### src/rtl/dmem_lsu.sv
// ============================================================================
// dmem_lsu : load/store unit with lane extract/extend and sub-word RMW stores
// Revision : 1.0
// ============================================================================
`default_nettype none

module dmem_lsu #(
  parameter int ADDR_W = 11
) (
  input  logic              clk,
  input  logic              rst,
  input  logic              req_valid,
  output logic              req_ready,
  input  logic              req_we,
  input  logic [1:0]        req_size,
  input  logic              req_signed,
  input  logic [31:0]       req_addr,
  input  logic [31:0]       req_wdata,
  output logic              resp_valid,
  output logic [31:0]       resp_rdata,
  output logic              resp_err,
  output logic              busy,
  output logic              mem_wena,
  output logic [ADDR_W-1:0] mem_addr,
  output logic [31:0]       mem_wdata,
  input  logic [31:0]       mem_rdata
);

  typedef enum logic [2:0] {
    S_IDLE   = 3'd0,
    S_LOAD   = 3'd1,
    S_RMW_RD = 3'd2,
    S_STORE  = 3'd3,
    S_RESP   = 3'd4
  } state_t;

  state_t              state_q, state_d;
  logic [1:0]          size_q;
  logic                signed_q;
  logic [1:0]          off_q;
  logic [ADDR_W-1:0]   waddr_q;
  logic [31:0]         wdata_q;
  logic [31:0]         old_q;
  logic [31:0]         rdata_q;
  logic                err_q;

  logic                accept;
  logic                req_err;
  logic [7:0]          ld_byte;
  logic [15:0]         ld_half;
  logic [31:0]         ld_val;
  logic [31:0]         merged;

  // Byte address bits above the word address are intentionally discarded.
  logic unused_addr_hi;
  assign unused_addr_hi = ^req_addr[31:ADDR_W+2];

  assign accept  = req_valid && (state_q == S_IDLE);
  assign req_err = (req_size == 2'b11) ||
                   ((req_size == 2'b01) && req_addr[0]) ||
                   ((req_size == 2'b10) && (req_addr[1:0] != 2'b00));

  always_comb begin
    state_d = state_q;
    case (state_q)
      S_IDLE: begin
        if (req_valid) begin
          if (req_err)                 state_d = S_RESP;
          else if (!req_we)            state_d = S_LOAD;
          else if (req_size == 2'b10)  state_d = S_STORE;
          else                         state_d = S_RMW_RD;
        end
      end
      S_LOAD:   state_d = S_RESP;
      S_RMW_RD: state_d = S_STORE;
      S_STORE:  state_d = S_RESP;
      S_RESP:   state_d = S_IDLE;
      default:  state_d = S_IDLE;
    endcase
  end

  always_comb begin
    ld_byte = mem_rdata[{off_q, 3'b000} +: 8];
    ld_half = off_q[1] ? mem_rdata[31:16] : mem_rdata[15:0];
    case (size_q)
      2'b00:   ld_val = {{24{signed_q & ld_byte[7]}}, ld_byte};
      2'b01:   ld_val = {{16{signed_q & ld_half[15]}}, ld_half};
      default: ld_val = mem_rdata;
    endcase
  end

  // Sub-word stores splice the new lane(s) into the word captured in RMW_RD.
  always_comb begin
    merged = old_q;
    case (size_q)
      2'b00: merged[{off_q, 3'b000} +: 8] = wdata_q[7:0];
      2'b01: begin
        if (off_q[1]) merged[31:16] = wdata_q[15:0];
        else          merged[15:0]  = wdata_q[15:0];
      end
      default: merged = wdata_q;
    endcase
  end

  always_ff @(posedge clk) begin
    if (rst) begin
      state_q  <= S_IDLE;
      size_q   <= 2'b00;
      signed_q <= 1'b0;
      off_q    <= 2'b00;
      waddr_q  <= '0;
      wdata_q  <= '0;
      old_q    <= '0;
      rdata_q  <= '0;
      err_q    <= 1'b0;
    end else begin
      state_q <= state_d;
      if (accept) begin
        size_q   <= req_size;
        signed_q <= req_signed;
        off_q    <= req_addr[1:0];
        waddr_q  <= req_addr[ADDR_W+1:2];
        wdata_q  <= req_wdata;
        rdata_q  <= '0;
        err_q    <= req_err;
      end
      if (state_q == S_LOAD)   rdata_q <= ld_val;
      if (state_q == S_RMW_RD) old_q   <= mem_rdata;
    end
  end

  assign req_ready  = (state_q == S_IDLE);
  assign busy       = !req_ready;
  assign resp_valid = (state_q == S_RESP);
  assign resp_rdata = rdata_q;
  assign resp_err   = err_q;
  assign mem_wena   = (state_q == S_STORE) && !rst;
  assign mem_addr   = waddr_q;
  assign mem_wdata  = (state_q == S_STORE) ? merged : 32'h0;

endmodule

`default_nettype wire

### config.mk
export PLATFORM = sky130hd
export DESIGN_NAME = dmem_lsu
export DESIGN_NICKNAME = d
export VERILOG_FILES = /design/src/rtl/dmem_lsu.sv
export SDC_FILE = /design/constraint.sdc
export NUM_CORES = 1
export LEC_CHECK = 0
export ABC_AREA = 1
export ABC_CLOCK_PERIOD_IN_PS = 2600
export CAP_MARGIN = 20
export CORE_MARGIN = 2
export CORE_UTILIZATION = 47
export CTS_CLUSTER_DIAMETER = 30
export DETAILED_ROUTE_END_ITERATION = 8
export HOLD_SLACK_MARGIN = 0.1
export PLACE_DENSITY = 0.92
export SYNTH_ARGS = -nofsm -noshare
export SYNTH_HDL_FRONTEND = slang
export SYNTH_SLANG_ARGS = --single-unit
export TNS_END_PERCENT = 10
### constraint.sdc
create_clock -name clk -period 2.6 [get_ports clk]
set_clock_uncertainty 0.1 [all_clocks]
set_input_delay 0.52 -clock clk [delete_from_list [all_inputs] [get_ports clk]]
set_output_delay 0.52 -clock clk [all_outputs]
set_load 0.01 [all_outputs]
==> out/qor.txt, run 1 <==
=================================================================================
Status                                                               finished, violations left
Failing checks                                                       negative setup slack
RSZ-0062 raised after global routing                                          yes
Sequential cell area fraction in the yosys report                           39.0%
Data required time of the worst path                                      1980 ps
Fraction of power consumed by combinational cells                           22.8%
Met3 usage                                                                  7.52%
Power per cell area                                                    638 nW/um2
Number of design rule violations left after detail routing                      0
Number of cells traversed by the worst hold path                                2
Most frequent cell after synthesis                                        nand2_1
Netlist Area Pre-Place                                                   5950 um2
Core area                                                               12500 um2
Initial cell density of the core                                            47.6%
Worst skew pair latency                                                    430 ps
Vias in the first global route                                               6558
Max-cap violations                                                              0
Number of synthesized flops with an enable pin                                  0
Number of buffers inserted by port buffering                                  163
Clock period minus worst slack                                            2660 ps
Startpoint class of the critical path                                        flop
H-tree depth                                                                    4
GRT Resource Usage Total                                                    30.2%
Die Footprint                                                           13600 um2
Library cell occupying the most area in the post-synthesis netlist        dfxtp_1
Maximum resistive drop on vdd                                            0.450 mV
Nets                                                                         1159
Fin. Hold Viols                                                                 0
Routed Wire Length                                                       20700 um
Share of the clock period used by the worst path                             102%
Grt peak-use layer                                                           met2
Library cells used by synthesis                                                33
Site Rows                                                                      41
GRT met1 Usage                                                              37.8%
Count of final setup violators                                                 13
Category of the worst setup path capture point                        output port
Switching power                                                           1.65 mW
Max frequency                                                           0.377 GHz
DP Cell Count                                                                1199
Remaining max-slew budget at the tightest pin                               59.4%
Reg clk slew, reported paths                                                50 ps
Internal cell power                                                       3.81 mW
Buffer levels on the longest clock path                                         2
Number of antenna cells inserted                                                0
Util after Layout                                                           68.3%
Post-Place Setup Slack                                                    -172 ps
Number of storage elements in the synthesis netlist                           116
Worst Hold Class                                                          reg2reg
Clock share of power                                                        40.2%
Final weighted congestion of routability-driven global placement            0.961
Global-route wire length before repair                                   32000 um
Area contributors post-synth                                         dfxtp_1 39%, a21oi_1 11%, nand2_1 11%, o21ai_0 9.1%, nor2_1 7.1%
Setup TNS after final layout                                              -216 ps
Worst-margin pin slew                                                      609 ps
Remaining antenna violation count after routing                                 0
Via-per-instance ratio                                                       5.64
Flop pwr share                                                              37.0%
Average routed wire per standard cell                                     16.8 um
Post-synthesis area per instance                                         6.70 um2
Fraction of post-synthesis cell area in the top cell type by area           39.0%
Worst Path Arrival                                                        2040 ps
X dimension of the die                                                     117 um
Max Fanout on Critical Path                                                     7
Reported leakage power                                                    3.30 nW
Switching portion of total power                                            30.3%
TritonCTS clock tree                                                         done
Iter 0 DRT Violations                                                         836
Finished Layout Cells                                                        1236
Post-route setup slack                                                   -55.5 ps
Via count of the routed design                                               6968
Fraction of layout instances using a drive strength above 1                 15.5%
Hold buffers post-CTS                                                           0
Leftover overflow at the end of global routing                                  0
Net Count, Synth                                                              996
Initial antenna violation count                                                 0
Number of cell instances on the worst register-to-register path                 6
Dominant synthesized flop cell                                            dfxtp_1
Max-slew violation count                                                        0
Largest net degree at the start of global routing                              52
Worst hold slack after final layout                                        361 ps
Number of top-level pins                                                      183
DR pass1 iterations                                                             6
Number of buffers created by CTS                                               17
Synth async-reset ratio                                                        0%
Post-synthesis cell count                                                     888
Number of warning messages in the yosys log                                     0
Die boundary height                                                        117 um
CTS Root Cell                                                           clkbuf_16
Met2 capacity usage during global routing                                   50.3%
Post-synthesis to final-layout area growth                                  43.6%
Number of sinks handled by clock tree synthesis                               116
Post-detailed-placement half-perimeter wirelength                        14100 um
List of most frequent post-synthesis cells                           174 x nand2_1, 131 x a21oi_1, 116 x dfxtp_1
Worst setup path class                                                    reg2out
=================================================================================
registers in the layout, indices dropped and copies added (netlist names):
register	cells
resp_rdata	32
mem_addr	11
state_q	3
size_q	2
resp_err	1
off_q	2
old_q	32
wdata_q	32
signed_q	1
power by group through the flow:
| stage | registers (mW) | logic (mW) | clock network (mW) |
|---|---|---|---|
| after CTS | 2.01 | 1.18 | 2.20 |
| final | 2.02 | 1.24 | 2.19 |
| after detailed placement | 2.04 | 1.12 | 0 |
| after floorplan | 2.03 | 0.658 | 0 |
| after global routing | 2.03 | 1.35 | 2.28 |
| after global placement | 2.04 | 1.09 | 0 |
timing repair:
item                       CTS  global route
resized for setup          143            42
setup endpoints to repair   33            31
setup buffers                6             0
pin swaps                   11            18
worst paths after layout:
path                                                    to                  startpoint  slack, ps
worst max-delay path                         mem_wdata[10]       off_q[1]$_SDFFE_PP0P_        -60
worst min-delay path            resp_rdata[4]$_SDFFE_PP0P_  resp_rdata[4]$_SDFFE_PP0P_        360
worst max register to register  resp_rdata[6]$_SDFFE_PP0P_      size_q[1]$_SDFFE_PP0P_        850
worst min register to register  resp_rdata[4]$_SDFFE_PP0P_  resp_rdata[4]$_SDFFE_PP0P_        360
area by class of cell:
type	count	area, um2
well taps	172	215
inverters	69	264
flip-flops and latches	116	2330
clock buffers	29	541
fillers	1051	3970
repair buffers	204	1850
clock inverters	3	15.0
multi-input cells	643	3330
kinds of logic after synthesis:
| kind of cell | Yosys count | synth area share (%) |
|---|---|---|
| and+or+nand+nor | 324 | 22.3 |
| AOI/OAI and AO/OA | 314 | 28.7 |
| buffers and inverters | 129 | 8.93 |
| DFF | 116 | 39.0 |
| adders and majority gates | 5 | 1.05 |
critical path, cell delays in order (launching register included):
cell and delay [ps]:
dfxtp_2 330, inv_2 60, ha_4 280, inv_4 40, nor2_4 120, nand2_2 80
buf_6 140, o22ai_1 140, nand2_1 90, a31oi_2 160, buf_2 160
through the flow:
| stage | cell area (um2) | total power, mW |
|---|---|---|
| floorplan | 5950 | 2.69 |
| global placement | 7830 | 3.14 |
| detailed placement | 7850 | 3.16 |
| CTS | 8500 | 5.39 |
| global route | 8550 | 5.66 |
| finish | 8550 | 5.46 |
layer usage:
layer,part of all wire [%],wire length [um],vias up
met4,3.6,741,0
met3,8.7,1810,83
li1,-,-,3307
met2,48,9930,376
met5,0,0,-
met1,40,8270,3202
placed cells by master, fill, tap and decap left out, types with 4 or more instances in the layout:
cell type	instances
a31oi_1	12
o211ai_1	8
inv_2	11
inv_1	55
nand3_1	15
clkbuf_16	17
or2_0	7
clkbuf_1	5
clkbuf_8	7
buf_2	27
a31oi_2	7
o221ai_1	8
clkdlybuf4s50_1	130
a21oi_1	119
nor2_1	111
clkbuf_2	4
buf_4	31
buf_6	7
a21oi_2	11
nand2_1	172
o22ai_2	9
o22ai_1	15
o21ai_0	108
o21a_1	7
a22oi_1	5
dfxtp_1	113
Power figures use the tool's default switching activity.
==> inputs of run 2 (changes only) <==
--- a/config.mk
+++ b/config.mk
@@ -6,14 +6,13 @@
 export NUM_CORES = 1
 export LEC_CHECK = 0
 export ABC_AREA = 1
-export ABC_CLOCK_PERIOD_IN_PS = 2600
 export CAP_MARGIN = 20
 export CORE_MARGIN = 2
-export CORE_UTILIZATION = 47
+export CORE_UTILIZATION = 45
 export CTS_CLUSTER_DIAMETER = 30
 export DETAILED_ROUTE_END_ITERATION = 8
 export HOLD_SLACK_MARGIN = 0.1
-export PLACE_DENSITY = 0.92
+export PLACE_DENSITY = 0.89
 export SYNTH_ARGS = -nofsm -noshare
 export SYNTH_HDL_FRONTEND = slang
 export SYNTH_SLANG_ARGS = --single-unit
==> constraint.sdc (replaced) <==
create_clock -name clk -period 2.6 [get_ports clk]
set_clock_uncertainty 0.1 [all_clocks]
set_input_delay 0.39 -clock clk [delete_from_list [all_inputs] [get_ports clk]]
set_output_delay 0.39 -clock clk [all_outputs]
set_load 0.01 [all_outputs]
==> run 2 against run 1 <==
  * The flow still finishes with violations (negative setup slack)
  * Worst setup slack improved by 36 ps
  * Core utilization fell by 3.7 points
  * Global-route usage fell by 2.5 points
  * Non-clock buffer count fell by 10
  * Cell area fell by 1.1%
  * Critical path type unchanged
  * Largest power group unchanged
  * Highest routed layer unchanged
==> out/qor.txt, run 2 (synthesis results as in run 1) <==
===============================================================================
Worst setup path class                                                  reg2out
Count of final setup violators                                                1   -12
Number of buffers inserted by port buffering                                163   unchanged
Leading cell types in the layout, fill and taps excluded           170 x nand2_1, 131 x clkdlybuf4s50_1, 124 x a21oi_1
Initial cell density of the core                                          45.5%   -2.1 points
Share of the clock period used by the worst path                           101%   -1.4 points
Average routed wire per standard cell                                   16.6 um   -1.1%
Total non-filler cell area in the finished layout                      8450 um2   -1.1%
Remaining antenna violation count after routing                               0   unchanged
H-tree depth                                                                  4   unchanged
Post-route setup slack                                                 -19.2 ps   +36.3 ps
Worst-margin pin slew                                                    678 ps   +69.0 ps
Startpoint class of the critical path                                      flop
Final weighted congestion of routability-driven global placement          0.947   -1.5%
Buffer levels on the longest clock path                                       2   unchanged
Iter 0 DRT Violations                                                       990   +18%
Leftover overflow at the end of global routing                                0   unchanged
Worst skew pair latency                                                  420 ps   about the same
Failing checks                                                     negative setup slack
GRT Resource Usage Total                                                  27.7%   -2.5 points
Post-detailed-placement half-perimeter wirelength                      13900 um   -2.1%
Routed Wire Length                                                     20400 um   -1.6%
X dimension of the die                                                   119 um   +2.1%
Die Footprint                                                         14200 um2   +4.3%
Number of design rule violations left after detail routing                    0   unchanged
Setup TNS after final layout                                           -19.2 ps   +196 ps
Max-cap violations                                                            0   unchanged
Number of sinks handled by clock tree synthesis                             116   unchanged
Power per cell area                                                  646 nW/um2   +1.2%
Fin. Hold Viols                                                               0   unchanged
Vias in the first global route                                             6349   -3.2%
Termination of the worst setup path                                mem_wdata[17]
Nets                                                                       1149   -0.86%
Core area                                                             13100 um2   +4.5%
RSZ-0062 raised after global routing                                        yes
Number of antenna cells inserted                                              0   unchanged
Most common cell after layout, fill and taps aside                      nand2_1
Max frequency                                                         0.382 GHz   +1.4%
Post-synthesis to final-layout area growth                                42.0%
Via count of the routed design                                             6951   -0.24%
Site Rows                                                                    42   +2.4%
DP Cell Count                                                              1196   -0.25%
Number of cell instances on the worst register-to-register path               7   +1
Global-route wire length before repair                                 31200 um   -2.5%
Finished Layout Cells                                                      1230   -0.49%
Fraction of layout instances using a drive strength above 1               12.6%   -2.9 points
Status                                                             finished, violations left
DR pass1 iterations                                                           6   unchanged
Die boundary height                                                      119 um   +2.1%
Data required time of the worst path                                    2110 ps   +130 ps
Remaining max-slew budget at the tightest pin                             54.8%   -4.6 points
Capturing point of the worst reg2reg path                          resp_rdata[11]$_SDFFE_PP0P_
Number of top-level pins                                                    183   unchanged
Worst setup slack for register-to-register paths                         730 ps   -120 ps
Clock period minus worst slack                                          2620 ps   -36.3 ps
Worst Path Arrival                                                      2130 ps   +90 ps
Launch instance of the worst register-to-register path             state_q[1]$_SDFFE_PP0P_
Max-slew violation count                                                      0   unchanged
Largest net degree at the start of global routing                            82   +58%
Reg clk slew, reported paths                                              60 ps   about the same
Number of buffers created by CTS                                             17   unchanged
Startpoint of the worst setup timing path                          off_q[1]$_SDFFE_PP0P_
Worst hold slack after final layout                                      363 ps   +2.36 ps
Worst Hold Class                                                        reg2reg
Power consumption                                                       5.46 mW   about the same
CTS Root Cell                                                         clkbuf_16
Maximum resistive drop on vdd                                          0.457 mV   +1.6%
Initial antenna violation count                                               0   unchanged
Max Fanout on Critical Path                                                   7   unchanged
Placement Cell Area                                                    7760 um2   -1.1%
Category of the worst setup path capture point                      output port
Via-per-instance ratio                                                     5.65   +0.24%
Reported leakage power                                                  3.25 nW   -1.4%
TritonCTS clock tree                                                       done
===============================================================================
==> run 2: timing repair <==
action,in CTS,in global routing
setup buffers,1,1
setup endpoints to repair,33,33
endpoints found under the hold margin,0,0
pin swaps,1,8
resized for setup,77,53
hold buffers,0,0
==> run 2: critical path, stage by stage, from the launching register on <==
cell and delay [ps]:
dfxtp_2 340, inv_2 60, ha_4 270, inv_2 50, nor2_4 140, nand3_2 100
buf_6 150, o22ai_2 120, nand2_1 100, a31oi_2 210, buf_2 160
==> run 2: worst min-delay path by stage <==
stage,from,endpoint,slack (ps),cells past startpoint
floorplan,old_q[10]$_SDFFE_PP0N_,old_q[10]$_SDFFE_PP0N_,340,2
global placement,resp_rdata[16]$_SDFFE_PP0P_,resp_rdata[16]$_SDFFE_PP0P_,350,2
detailed placement,resp_err$_SDFFE_PP0P_,resp_err$_SDFFE_PP0P_,360,2
CTS,resp_err$_SDFFE_PP0P_,resp_err$_SDFFE_PP0P_,370,2
global route,resp_rdata[12]$_SDFFE_PP0P_,resp_rdata[12]$_SDFFE_PP0P_,380,2
finish,resp_err$_SDFFE_PP0P_,resp_err$_SDFFE_PP0P_,360,2
==> run 2: layout make-up <==
class	instances	area (um2)
inverters	69	262
well taps	176	220
fillers	1104	4630
repair buffers	194	1810
multi-input cells	643	3260
clock inverters	12	105
flip-flops and latches	116	2330
clock buffers	20	467
==> run 2: per-stage QoR <==
stage / utilization (%) / setup slack [ps]
6_report: 64.6 / -19.2
5_1_grt: 64.6 / -121
4_1_cts: 64.0 / -88.4
3_5_place_dp: 59.3 / 1.35
3_3_place_gp: 59.2 / 18.9
2_1_floorplan: - / 235
==> run 2: power by group <==
group	total [mW]	internal (mW)	switching, mW
Combinational	1.20	0.477	0.720
Clock	2.25	1.38	0.863
Sequential	2.02	1.91	0.105
Total	5.46	3.77	1.69
==> run 2: layer usage <==
metal	wire (um)	vias up	share of wire (%)	track usage [%]
met5	0	-	0	0
met4	845	0	4.1	11.9
met3	1780	89	8.7	7.76
met2	9590	397	47	44.8
met1	8210	3173	40	34.6
li1	-	3292	-	-
==> inputs of run 3 (changes only) <==
--- a/config.mk
+++ b/config.mk
@@ -8,11 +8,12 @@
 export ABC_AREA = 1
 export CAP_MARGIN = 20
 export CORE_MARGIN = 2
-export CORE_UTILIZATION = 45
+export CORE_UTILIZATION = 47
 export CTS_CLUSTER_DIAMETER = 30
 export DETAILED_ROUTE_END_ITERATION = 8
+export GPL_TIMING_DRIVEN = 0
 export HOLD_SLACK_MARGIN = 0.1
-export PLACE_DENSITY = 0.89
+export PLACE_DENSITY = 0.92
 export SYNTH_ARGS = -nofsm -noshare
 export SYNTH_HDL_FRONTEND = slang
 export SYNTH_SLANG_ARGS = --single-unit
==> run 3 against run 2 <==
  * The run still ends with negative setup slack left
  * Clock power up 4%
  * Power rose by 3.4%
  * Hold slack got worse by 47 ps
  * Die area is 4.1% lower
  * Core utilization up 4.5 points
  * Clock-buffer cell count up 3
  * Worst setup slack worse by 110 ps
  * Register-to-register slack worse by 120 ps
  * Sequential power hardly changed
  * Critical endpoint unchanged
  * First-iteration DRC count shrank 23%
  * Critical path depth rose by 1
  * Maximum frequency down 4.2%
==> out/qor.txt, run 3 (synthesis results as in run 1) <==
===============================================================================
Status                                                             finished, violations left
Failing checks                                                     negative setup slack
Via count of the routed design                                             7093   +2.0%
Setup TNS after final layout                                           -1580 ps   -1560 ps
Clock period minus worst slack                                          2730 ps   +114 ps
Switching portion of total power                                          30.5%   -0.40 points
Fin. Hold Viols                                                               0   unchanged
Routed Wire Length                                                     21800 um   +6.7%
CTS Root Cell                                                         clkbuf_16
Highest metal layer with signal wires                                      met4
Remaining antenna violation count after routing                               0   unchanged
Max frequency                                                         0.366 GHz   -4.2%
H-tree depth                                                                  4   unchanged
Leftover overflow at the end of global routing                                0   unchanged
Initial cell density of the core                                          47.6%   +2.1 points
DR WL met2                                                             10000 um   +4.3%
Number of top-level pins                                                    183   unchanged
Largest net degree at the start of global routing                            17   -79%
Detailed-route wire length on metal 1                                   8670 um   +5.7%
Via-per-instance ratio                                                     5.60   -0.86%
Initial antenna violation count                                               0   unchanged
Reg clk slew, reported paths                                              60 ps   about the same
Worst-margin pin slew                                                    627 ps   -50.5 ps
Post-synthesis to final-layout area growth                                45.3%
Worst min-delay path startpoint                                             rst
Data required time of the worst path                                    2110 ps   about the same
Average routed wire per standard cell                                   17.2 um   +3.6%
Power consumption                                                       5.65 mW   +3.4%
Startpoint class of the critical path                                      flop
Remaining max-slew budget at the tightest pin                             58.2%   +3.4 points
Vias in the first global route                                             6774   +6.7%
Number of antenna cells inserted                                              0   unchanged
Max-slew violation count                                                      0   unchanged
X dimension of the die                                                   117 um   -2.1%
Worst skew pair latency                                                  430 ps   about the same
Worst setup slack for register-to-register paths                         610 ps   -120 ps
Share of the clock period used by the worst path                           105%   +4.4 points
Maximum resistive drop on vdd                                          0.450 mV   -1.7%
Launch instance of the worst register-to-register path             off_q[0]$_SDFFE_PP0P_
Global-route wire length before repair                                 33500 um   +7.2%
Max Fanout on Critical Path                                                   8   +1
Post-detailed-placement half-perimeter wirelength                      15600 um   +12%
Internal cell power                                                     3.92 mW   +4.0%
RSZ-0062 raised after global routing                                        yes
Capturing point of the worst reg2reg path                          resp_rdata[1]$_SDFFE_PP0P_
Number of sinks handled by clock tree synthesis                             116   unchanged
Number of cells traversed by the worst hold path                              2   unchanged
Max-cap violations                                                            0   unchanged
Nets                                                                       1189   +3.5%
Leading cell types in the layout, fill and taps excluded           170 x nand2_1, 130 x clkdlybuf4s50_1, 119 x a21oi_1
Post-route setup slack                                                  -133 ps   -114 ps
Die Footprint                                                         13600 um2   -4.1%
GRT Resource Usage Total                                                  32.1%   +4.4 points
Die boundary height                                                      117 um   -2.1%
Flop pwr share                                                            35.8%   -1.1 points
Category of the worst setup path capture point                      output port
Reported leakage power                                                  3.30 nW   +1.5%
Switching power                                                         1.72 mW   +2.0%
List of cells traversed by the critical path                       inv_8 > clkbuf_16 > ha_4 > inv_4 > nor2_4 > nand3_4 > buf_6 > o22ai_2 > nand2_1 > a31oi_1 > buf_2
WP buf/inv                                                                    5   +1
Iter 0 DRT Violations                                                       762   -23%
Worst Path Arrival                                                      2240 ps   +110 ps
Worst Hold Class                                                         in2reg
Clock share of power                                                      41.4%   +0.3 points
Placement Cell Area                                                    7790 um2   +0.39%
Largest stage delay on the critical path                                 380 ps   +40 ps
Number of buffers inserted by port buffering                                162   -0.61%
Core area                                                             12500 um2   -4.3%
Buffer levels on the longest clock path                                       2   unchanged
Number of cell instances on the worst register-to-register path               8   +1
Detailed-routed wire length on met3                                     2230 um   +25%
Number of buffers created by CTS                                             17   unchanged
Site Rows                                                                    41   -2.4%
Power per cell area                                                  653 nW/um2   +1.1%
Fraction of power consumed by combinational cells                         22.8%   +0.9 points
Worst setup path class                                                  reg2out
Total non-filler cell area in the finished layout                      8650 um2   +2.3%
TritonCTS clock tree                                                       done
Number of design rule violations left after detail routing                    0   unchanged
DR pass1 iterations                                                           8   +2
Fraction of layout instances using a drive strength above 1               14.7%   +2.1 points
End of the worst hold path                                         resp_rdata[1]$_SDFFE_PP0P_
Count of final setup violators                                               20   +19
Final weighted congestion of routability-driven global placement          0.972   +2.6%
CP top delay family                                                buffers and inverters
Standard cell with the maximum stage delay on the critical path         dfxtp_4
Most common cell after layout, fill and taps aside                      nand2_1
===============================================================================
## run 3: cell types whose count changed in the layout (fill, tap and decap cells not counted), moves of 5 or more
cell / change
o22ai_1: -5
clkbuf_1: +33
inv_2: -5
buf_2: +23
o22ai_2: +5
a21oi_2: +5
dlygate4sd2_1: -10
a21oi_1: -5
buf_4: -8
## run 3: layout make-up
cell class | instances | area, um2
Buffer | 57 | 313
Clock buffer | 23 | 488
Clock inverter | 9 | 101
Fill cell | 1065 | 3870
Inverter | 69 | 288
Multi-Input combinational cell | 643 | 3300
Sequential cell | 116 | 2330
Tap cell | 172 | 215
Timing Repair Buffer | 177 | 1620
## run 3: worst max-delay path by stage
stage	start	to	slack (ps)	cells after the start
after global routing	off_q[1]$_SDFFE_PP0P_	mem_wdata[15]	-170	11
after global placement	off_q[0]$_SDFFE_PP0P_	mem_wdata[23]	-830	9
after CTS	off_q[1]$_SDFFE_PP0P_	mem_wdata[8]	-90	11
after floorplan	off_q[0]$_SDFFE_PP0P_	mem_wdata[16]	230	8
after detailed placement	off_q[0]$_SDFFE_PP0P_	mem_wdata[17]	-820	9
final	off_q[0]$_SDFFE_PP0P_	mem_wdata[17]	-130	11
## run 3: timing repair
action | CTS | global route
buffers inserted | 13 | 2
endpoints found under the setup margin | 33 | 33
pin swaps | 16 | 16
hold buffers | 0 | 0
gates resized for setup | 161 | 36
## run 3: through the flow
step | setup WS (ps) | instances | utilization [%] | hold WS, ps
detailed placement | -817 | 1222 | 62.2 | 357
global route | -173 | 1266 | 69.1 | 348
finish | -133 | 1266 | 69.1 | 316
floorplan | 235 | 888 | - | 344
CTS | -94.4 | 1264 | 69.0 | 316
global placement | -830 | 1222 | 62.2 | 351
## run 3: power by group through the flow
stage                     combinational [mW]  clock (mW)  sequential (mW)
after floorplan                        0.658           0             2.03
after global placement                  1.09           0             2.04
after detailed placement                1.11           0             2.05
after CTS                               1.23        2.34             2.01
after global routing                    1.39        2.41             2.03
final                                   1.29        2.34             2.02
## run 3: per-layer routing
metal / vias to the layer above / track usage [%]
met4: 0 / 15.5
li1: 3374 / -
met1: 3227 / 40.7
met3: 79 / 8.25
met2: 413 / 51.2
met5: - / 0
